## src/rtl/accum_dump_param.sv

```systemverilog
// accum_dump_param: integrate-and-dump accumulator with wrap/saturate and per-block overflow flag
module accum_dump_param #(
  parameter int IN_W = 3,
  parameter int ACC_W = 7,
  parameter int N_ACC = 4
) (
  input  logic                                       clk,
  input  logic                                       rst_n,
  input  logic [IN_W-1:0]                            in1,
  input  logic [IN_W-1:0]                            in2,
  input  logic [1:0]                                 sel,
  input  logic                                       in_valid,
  input  logic                                       sat,
  input  logic                                       clr,
  output logic [ACC_W-1:0]                           out_data,
  output logic                                       out_valid,
  output logic                                       out_ovf,
  output logic [ACC_W-1:0]                           acc_out,
  output logic [(N_ACC > 1 ? $clog2(N_ACC) : 1)-1:0] cnt_out
);
  localparam int CNT_W = N_ACC > 1 ? $clog2(N_ACC) : 1;
  logic sticky, sub, e, last;
  logic [IN_W:0] op;
  logic [ACC_W:0] ext, nx;
  logic [ACC_W-1:0] r;
  always_comb begin
    sub = sel == 2'b11;
    op = sel == 2'b01 ? {1'b0, in2} : sel == 2'b10 ? {1'b0, in1} + {1'b0, in2} : {1'b0, in1};
    ext = {{(ACC_W-IN_W){1'b0}}, op};
    nx = sub ? {1'b0, acc_out} - ext : {1'b0, acc_out} + ext;
    e = nx[ACC_W];
    r = (e & sat) ? (sub ? '0 : '1) : nx[ACC_W-1:0];
    last = cnt_out == CNT_W'(N_ACC-1);
  end
  always_ff @(posedge clk) begin
    if (!rst_n) begin
      acc_out <= '0;
      cnt_out <= '0;
      sticky <= 1'b0;
      out_data <= '0;
      out_valid <= 1'b0;
      out_ovf <= 1'b0;
    end else begin
      out_valid <= 1'b0;
      if (clr) begin
        acc_out <= '0;
        cnt_out <= '0;
        sticky <= 1'b0;
      end else if (in_valid) begin
        acc_out <= last ? '0 : r;
        cnt_out <= last ? '0 : cnt_out + 1'b1;
        sticky <= last ? 1'b0 : sticky | e;
        if (last) begin
          out_data <= r;
          out_ovf <= sticky | e;
          out_valid <= 1'b1;
        end
      end
    end
  end
endmodule

```

## config.mk

```make
export PLATFORM = sky130hd
export DESIGN_NAME = accum_dump_param
export DESIGN_NICKNAME = d
export VERILOG_FILES = /design/src/rtl/accum_dump_param.sv
export SDC_FILE = /design/constraint.sdc
export NUM_CORES = 1
export LEC_CHECK = 0
export ABC_AREA = 0
export CAP_MARGIN = 10
export CORE_ASPECT_RATIO = 0.8
export CORE_UTILIZATION = 54
export CTS_BUF_LIST = sky130_fd_sc_hd__clkbuf_16
export DETAILED_ROUTE_END_ITERATION = 10
export GPL_ROUTABILITY_DRIVEN = 0
export PLACE_DENSITY = 0.89
export SETUP_SLACK_MARGIN = 0.15
export SLEW_MARGIN = 20
export SYNTH_ARGS = -nofsm -noshare
export SYNTH_HDL_FRONTEND = slang
export SYNTH_SLANG_ARGS = --single-unit
```

## constraint.sdc

```tcl
create_clock -name clk -period 6.7 [get_ports clk]
set_input_delay 1.34 -clock clk [delete_from_list [all_inputs] [get_ports clk]]
set_output_delay 1.34 -clock clk [all_outputs]
set_load 0.005 [all_outputs]
```

==> summary.md, run 1 <==
| Metric | Value |
|---|---|
| Status | finished, final reports clean |
| Register area share after synthesis | 27.12% |
| Crit start category | input pin |
| Layout cells sized above 1 | 9.596% |
| Final WS setup | 1.560 ns |
| Sw Ratio | 30.95% |
| Largest net degree at the start of global routing | 16 |
| Total power | 360.0 uW |
| I/O Buffers | 30 |
| Min Tclk post-route | between 5 and 6 ns |
| Post-CTS setup buffers | 0 |
| CP required | a little under 7 ns |
| Mux share of post-synthesis cell area | 3.657% |
| DR pass1 iterations | 4 |
| Max Freq | just under 200 MHz |
| Drt drc | 0 |
| Launch point of the worst hold path | out_data[0] |
| Die area | 2807 um2 |
| Detailed router's first-iteration violation count | 77 |
| Fin. Hold Viols | 0 |
| Max-cap viol count | 0 |
| Slew Viols, Final | 0 |
| P_int | about 250 uW |
| Power share of the clock group | 34.7% |
| Setup TNS | 0 ns |
| CTS Buf Count | 3 |
| Crit Path Category | input pin to flip-flop |
| H-tree depth | 1 |
| Top-count cell post-synth | nand2_1 |
| Clk buf depth | 2 |
| Synth area leader | dfxtp_1 |
| Largest fanout on the critical path | 15 |
| Post-Route WL | 3603 um |
| Cell count after placement | 230 |
| Cell variety after synth | 43 |
| Clock transition at path regs | ~0.060 ns |
| Core Box Area | 2462 um2 |
| WHS Path Cells | 2 |
| Final cell count without fillers | ~230 |
| Xor/xnor share of the synthesized area | approximately 4.4% |
| Area after DPL | 1725 um2 |
| Syn Nets | between 150 and 200 |
| Die X | between 50 and 60 um |
| Worst path cell trace | clkdlybuf4s50_1, mux2_2, o21ai_0, ha_1, inv_1, xnor2_1, a211o_1, a22oi_2, ha_1, o211ai_1, a21oi_2, o21a_2, o211a_4, a21oi_1, a21oi_1 |
| Std cell rows | 16 |
| Main combinational cell family by area after synthesis | compound AO/OA/AOI/OAI gates |
| TritonCTS clock tree | done |
| Vias in the first global route | 1,224 |
| Number of flops mapped to enable cells by yosys | 0 |
| Ports | 31 |
| Cells after Synth | about 170 |
| Worst Setup End Kind | flip-flop |
| Ys Warns | 0 |
| First-pass GRT wire length | 5533 um |
| FF-to-FF Start | acc_out[0] |
| Top FF cell, synth | dfxtp_1 |
| Area of the multi-input gates | 973.4 um2 |
| Top post-synthesis cells by count | nand2_1 (22), dfxtp_1 (19), a21oi_1 (17) |
| Lkg Pwr | between 0.7 and 0.8 nW |
| CTS Root Buffer Type | clkbuf_16 |
| Synth top area share | 27.12% |
| Data arrival, critical path | 5.23 ns |
| Post-layout instance area | 1805 um2 |
| N_diodes | 0 |
| Worst rel slew slack | 43.43% |
| Post-synth design cell area | 1403 um2 |
| Fin crit share | 76.72% |
| Die Height | 47.59 um |
| CTS sink cnt | 19 |
| Crit path launch | sel[0] |
| Adder-cell share of the synthesized area | 13.92% |
| RSZ-0062 raised after global routing | false |
| Hold WC Path Type | flip-flop to flip-flop |
| Total global routing overflow | 0 |
| Worst clock skew | 0.002763 ns |
| Wire length per cell | 15.40 um |
| Mean Syn Cell Area | 8.299 um2 |
| Antenna violations before repair | 0 |
| Peak supply drop | 0.1203 mV |
| Initial core utilization | 56.96% |
| Async SR Flop Fraction | 0% |
| Skew-Pair Late Insertion Delay | 0.25 ns |
| Final setup vio count | 0 |
| Routed vias/inst | 5.795 |
| Vias | 1,356 |
| Fillcell total | approximately 190 |
| Max incr delay on CP | ~0.79 ns |
| GR Util All Layers | 26.77% |
| Layout net count | 227 |
| Power per cell area | 199.4 nW/um2 |
| Ranking of synthesized cells by area | dfxtp_1 (27%), ha_1 (12%), a21oi_1 (6.1%) |
| Combinational share of power | 32.0% |
| Dpl ws | 1.356 ns |
| Tightest Pin Transition | 0.8454 ns |
| Hold_buf cts | 0 |
| Complex-gate fraction of the synthesized area | 28.99% |
| Number of routed nets with antenna violations | 0 |
| Post-CTS Resized | 0 |
| Synthesized flop and latch total | 19 |
| Area grow syn2layout | 28.72% |
| Post-Synth Simple-Gate Area | 18.47% |
| Sequential cell area | 380.4 um2 |
| Reg power frac | 33.4% |
| Highest-delay cell along the critical path | clkdlybuf4s50_1 |
| FF-to-FF path depth | 9 |
| Post-DP HPWL | 2771 um |
| Psw | about 110 uW |
[per-layer routing]
metal	GRT usage (%)	vias up	wire length [um]
met5	0	-	0
met4	7.619	0	46
met3	6.486	8	188
met2	48.18	50	1811
met1	32.63	631	1557
li1	-	667	-
[logic make-up (layout without fill, tap and decap cells)]
logic type | after synthesis | count (layout)
compound gates | 58 | 58
xor+xnor | 7 | 7
fa+ha+maj | 15 | 15
buf+inv | 12 | 41
flops | 19 | 19
mux | 5 | 5
simple gates | 53 | 53
[critical path: cells and delay by family]
kind	cells	cell delay, ns
XOR/XNOR	1	0.14
buffers and inverters	2	0.90
multiplexers	1	0.38
adder cells (fa/ha/maj)	2	0.58
AO/OA/AOI/OAI	9	1.86
[power by group through the flow]
stage | clock network [mW] | registers [mW] | logic [mW]
after floorplan | 0 | 0.122 | 0.0770
after global placement | 0 | 0.122 | 0.105
after detailed placement | 0 | 0.122 | 0.110
after CTS | 0.123 | 0.120 | 0.114
after global routing | 0.129 | 0.120 | 0.126
final | 0.125 | 0.120 | 0.115
[layout make-up]
type | instances | share of cell area, %
clock buffers | 3 | 4.158
clock inverters | 1 | 0.2772
inverters | 7 | 1.455
multi-input cells | 138 | 53.92
well taps | 36 | 2.495
flip-flops and latches | 19 | 21.07
repair buffers | 30 | 16.63
[stage by stage]
step,utilization [%],hold WS [ns]
6_report,73.32,0.4834
5_1_grt,73.32,0.4893
2_1_floorplan,-,0.4457
3_3_place_gp,70.07,0.4481
4_1_cts,73.32,0.4832
3_5_place_dp,70.07,0.4725
[cells in the final DEF (no fill, tap or decap), types with 2 or more instances in the layout]
cell type | synthesis | routed
nor2b_1 | 3 | 3
clkdlybuf4s50_1 | 0 | 30
xnor2_1 | 6 | 6
a21o_1 | 2 | 2
clkbuf_16 | 0 | 3
o2bb2ai_1 | 2 | 2
nand2b_1 | 3 | 3
o21ai_0 | 14 | 14
a21oi_2 | 3 | 3
or3b_2 | 2 | 2
nand2_1 | 22 | 22
o21ai_1 | 5 | 5
inv_1 | 7 | 7
and2_1 | 2 | 2
mux2i_1 | 4 | 4
nand3_1 | 3 | 3
nor2_1 | 10 | 10
ha_1 | 14 | 14
a21oi_1 | 17 | 17
a211o_1 | 2 | 2
nor3b_1 | 2 | 2
dfxtp_1 | 19 | 19
a32o_1 | 2 | 2
[path summary, 6_finish.rpt]
check | to | slack [ns]
worst min register to register | out_data[0] | 0.48
worst max-delay path | out_data[3] | 1.56
worst min-delay path | out_data[0] | 0.48
worst max register to register | out_data[6] | 4.42
[registers in the layout (all words and copies together) (netlist names)]
signal,count
sticky,1
out_valid,1
cnt_out,2
acc_out,7
out_ovf,1
out_data,7
Power figures use the tool's default switching activity.
==> run 2: changes to the inputs <==
Settings changed: CORE_UTILIZATION 54 to 50, PLACE_DENSITY 0.89 to 0.83.
Clock period 6.7 ns to 5.2 ns, I/O delays scaled along.
==> run 2 against run 1 <==
Critical path depth grew 2. Count of clock-buffer cells in the layout is the same. Global-route usage shrank 0.20 points. Register-to-register slack lost 1.4 ns. Utilization shrank 2.1 points. First-iteration DRC count shrank 19%. Combinational power grew 25%. Power grew 26%. Clock skew shrank 0.0020 ns. Sequential power grew 29%. Highest routed layer unchanged.
==> summary.md, run 2 (synthesis results as in run 1) <==
| Metric | Value |
|---|---|
| Worst Setup End Kind | flip-flop |
| Power per cell area | 251.0 nW/um2 (+26%) |
| Crit Path Category | input pin to flip-flop |
| Drt drc | 0 (unchanged) |
| Post-CTS setup buffers | 0 (unchanged) |
| Layout net count | 228 (+0.44%) |
| Std cell rows | 16 (unchanged) |
| I/O Buffers | 30 (unchanged) |
| Post-CTS Resized | 0 (unchanged) |
| Total power | 454.7 uW (+26%) |
| GR Util All Layers | 26.58% (-0.20 points) |
| TritonCTS clock tree | done |
| Min Tclk post-route | roughly 4.6 ns |
| Max Freq | 219.7 MHz |
| Clock transition at path regs | 0.05 ns (about the same) |
| P_int | 319.1 uW (+28%) |
| Reg power frac | 34.0% (+0.6 points) |
| Layout cells sized above 1 | 9.548% (-0.048 points) |
| Max-cap viol count | 0 (unchanged) |
| First-pass GRT wire length | 5947 um (+7.5%) |
| Setup TNS | 0 ns (unchanged) |
| Slew Viols, Final | 0 (unchanged) |
| Tightest Pin Transition | 0.8077 ns (-0.03766 ns) |
| Die area | 3022 um2 (+7.7%) |
| Sw Ratio | 29.83% (-1.1 points) |
| N_diodes | 0 (unchanged) |
| H-tree depth | 1 (unchanged) |
| Post-DP HPWL | 2730 um (-1.5%) |
| Vias | 1,322 (-2.5%) |
| Final Util | 71.26% (-2.1 points) |
| Largest net degree at the start of global routing | 16 (unchanged) |
| Power share of the clock group | 34.4% (-0.3 points) |
| Total global routing overflow | 0 (unchanged) |
| Skew-Pair Late Insertion Delay | 0.25 ns (about the same) |
| Core Box Area | 2542 um2 (+3.3%) |
| Crit start category | input pin |
| Largest fanout on the critical path | 5 (-10) |
| Ports | 31 (unchanged) |
| Routed vias/inst | 5.626 (-2.9%) |
| Final setup vio count | 0 (unchanged) |
| Combinational share of power | 31.7% (-0.3 points) |
| Lkg Pwr | 0.7215 nW (+0.87%) |
| Antenna violations before repair | 0 (unchanged) |
| CTS sink cnt | 19 (unchanged) |
| Peak supply drop | 0.2116 mV (+76%) |
| Status | finished, final reports clean |
| CTS Buf Count | 3 (unchanged) |
| CP required | 5.29 ns (-1.50 ns) |
| Number of routed nets with antenna violations | 0 (unchanged) |
| Die X | 61.22 um (+3.8%) |
| RSZ-0062 raised after global routing | false |
| Hold WC Path Type | flip-flop to flip-flop |
| Psw | 135.7 uW (+22%) |
| Post-Route WL | 3427 um (-4.9%) |
| Initial core utilization | 55.17% (-1.8 points) |
| Fin. Hold Viols | 0 (unchanged) |
| Clk buf depth | 2 (unchanged) |
| Most frequent cells in the layout | clkdlybuf4s50_1 (30), nand2_1 (22), dfxtp_1 (19) |
| Worst rel slew slack | 45.95% (+2.5 points) |
| Data arrival, critical path | 4.65 ns (-0.58 ns) |
| DR pass1 iterations | 4 (unchanged) |
| Die Height | 49.37 um (+3.8%) |
| Detailed router's first-iteration violation count | 62 (-19%) |
| Hold_buf cts | 0 (unchanged) |
| CTS Root Buffer Type | clkbuf_16 |
| Top flop regs | acc_out (7), out_data (7), cnt_out (2) |
| Vias in the first global route | 1,259 (+2.9%) |
| Wire length per cell | 14.58 um (-5.3%) |
| Worst clock skew | 0.0008089 ns (-0.001954 ns) |
| Commonest non-fill, non-tap cell in the layout | clkdlybuf4s50_1 |
| Fin crit share | 87.53% |
| Area grow syn2layout | 29.17% |
run 2: cell types whose count changed in the layout (fill, tap and decap cells not counted), sizes merged:
cell,change
buf,+1
inv,+1
clkinv,-1
run 2: worst max-delay path: stages:
cell and delay [ns]:
clkdlybuf4s50_1 0.47, ha_1 0.38, xnor2_1 0.16, o21ai_0 0.09, a21oi_1 0.20, ha_1 0.24
inv_1 0.09, xnor2_1 0.13, a211o_1 0.30, a22oi_2 0.12, ha_1 0.29, o211ai_1 0.23
a21oi_2 0.09, o21a_2 0.26, o211a_4 0.27, a31oi_1 0.20, a21oi_1 0.11
run 2: final cells by class:
| type | instances | area (um2) |
|---|---|---|
| multi-input combinational | 138 | 973.4 |
| fill | 217 | 730.7 |
| sequential | 19 | 380.4 |
| timing repair buffer | 31 | 307.8 |
| clock buffer | 3 | 75.07 |
| tap | 36 | 45.04 |
| inverter | 7 | 26.28 |
| clock inverter | 1 | 3.754 |
run 2: final timing paths:
| path | endpoint | from | cells past startpoint | slack [ns] |
|---|---|---|---|---|
| setup / recovery | out_data[6] | in1[1] | 17 | 0.65 |
| hold / removal | out_data[1] | out_data[1] | 2 | 0.46 |
| setup reg to reg | out_data[6] | acc_out[0] | 9 | 3.03 |
| hold reg to reg | out_data[1] | out_data[1] | 2 | 0.46 |
run 2: layer usage:
layer / up-vias / track usage [%] / share of wire (%)
li1: 663 / - / -
met1: 609 / 36.70 / 47
met2: 43 / 40.40 / 47
met3: 7 / 6.631 / 5.0
met4: 0 / 7.576 / 1.2
met5: - / 0 / 0
run 2: through the flow:
step / hold slack (ns) / instances / instance area (um2) / setup slack [ns]
2_1_floorplan: 0.4457 / 169 / 1403 / 1.191
3_3_place_gp: 0.4393 / 231 / 1733 / 0.5209
3_5_place_dp: 0.4549 / 231 / 1733 / 0.3981
4_1_cts: 0.4622 / 235 / 1812 / 0.6489
5_1_grt: 0.4751 / 235 / 1812 / 0.3621
6_report: 0.4600 / 235 / 1812 / 0.6483
run 2: power groups by stage:
stage	clock [mW]	combinational [mW]	sequential, mW
5_1_grt	0.166	0.159	0.155
4_1_cts	0.159	0.143	0.154
3_5_place_dp	0	0.142	0.158
6_report	0.156	0.144	0.155
2_1_floorplan	0	0.0992	0.157
3_3_place_gp	0	0.136	0.157
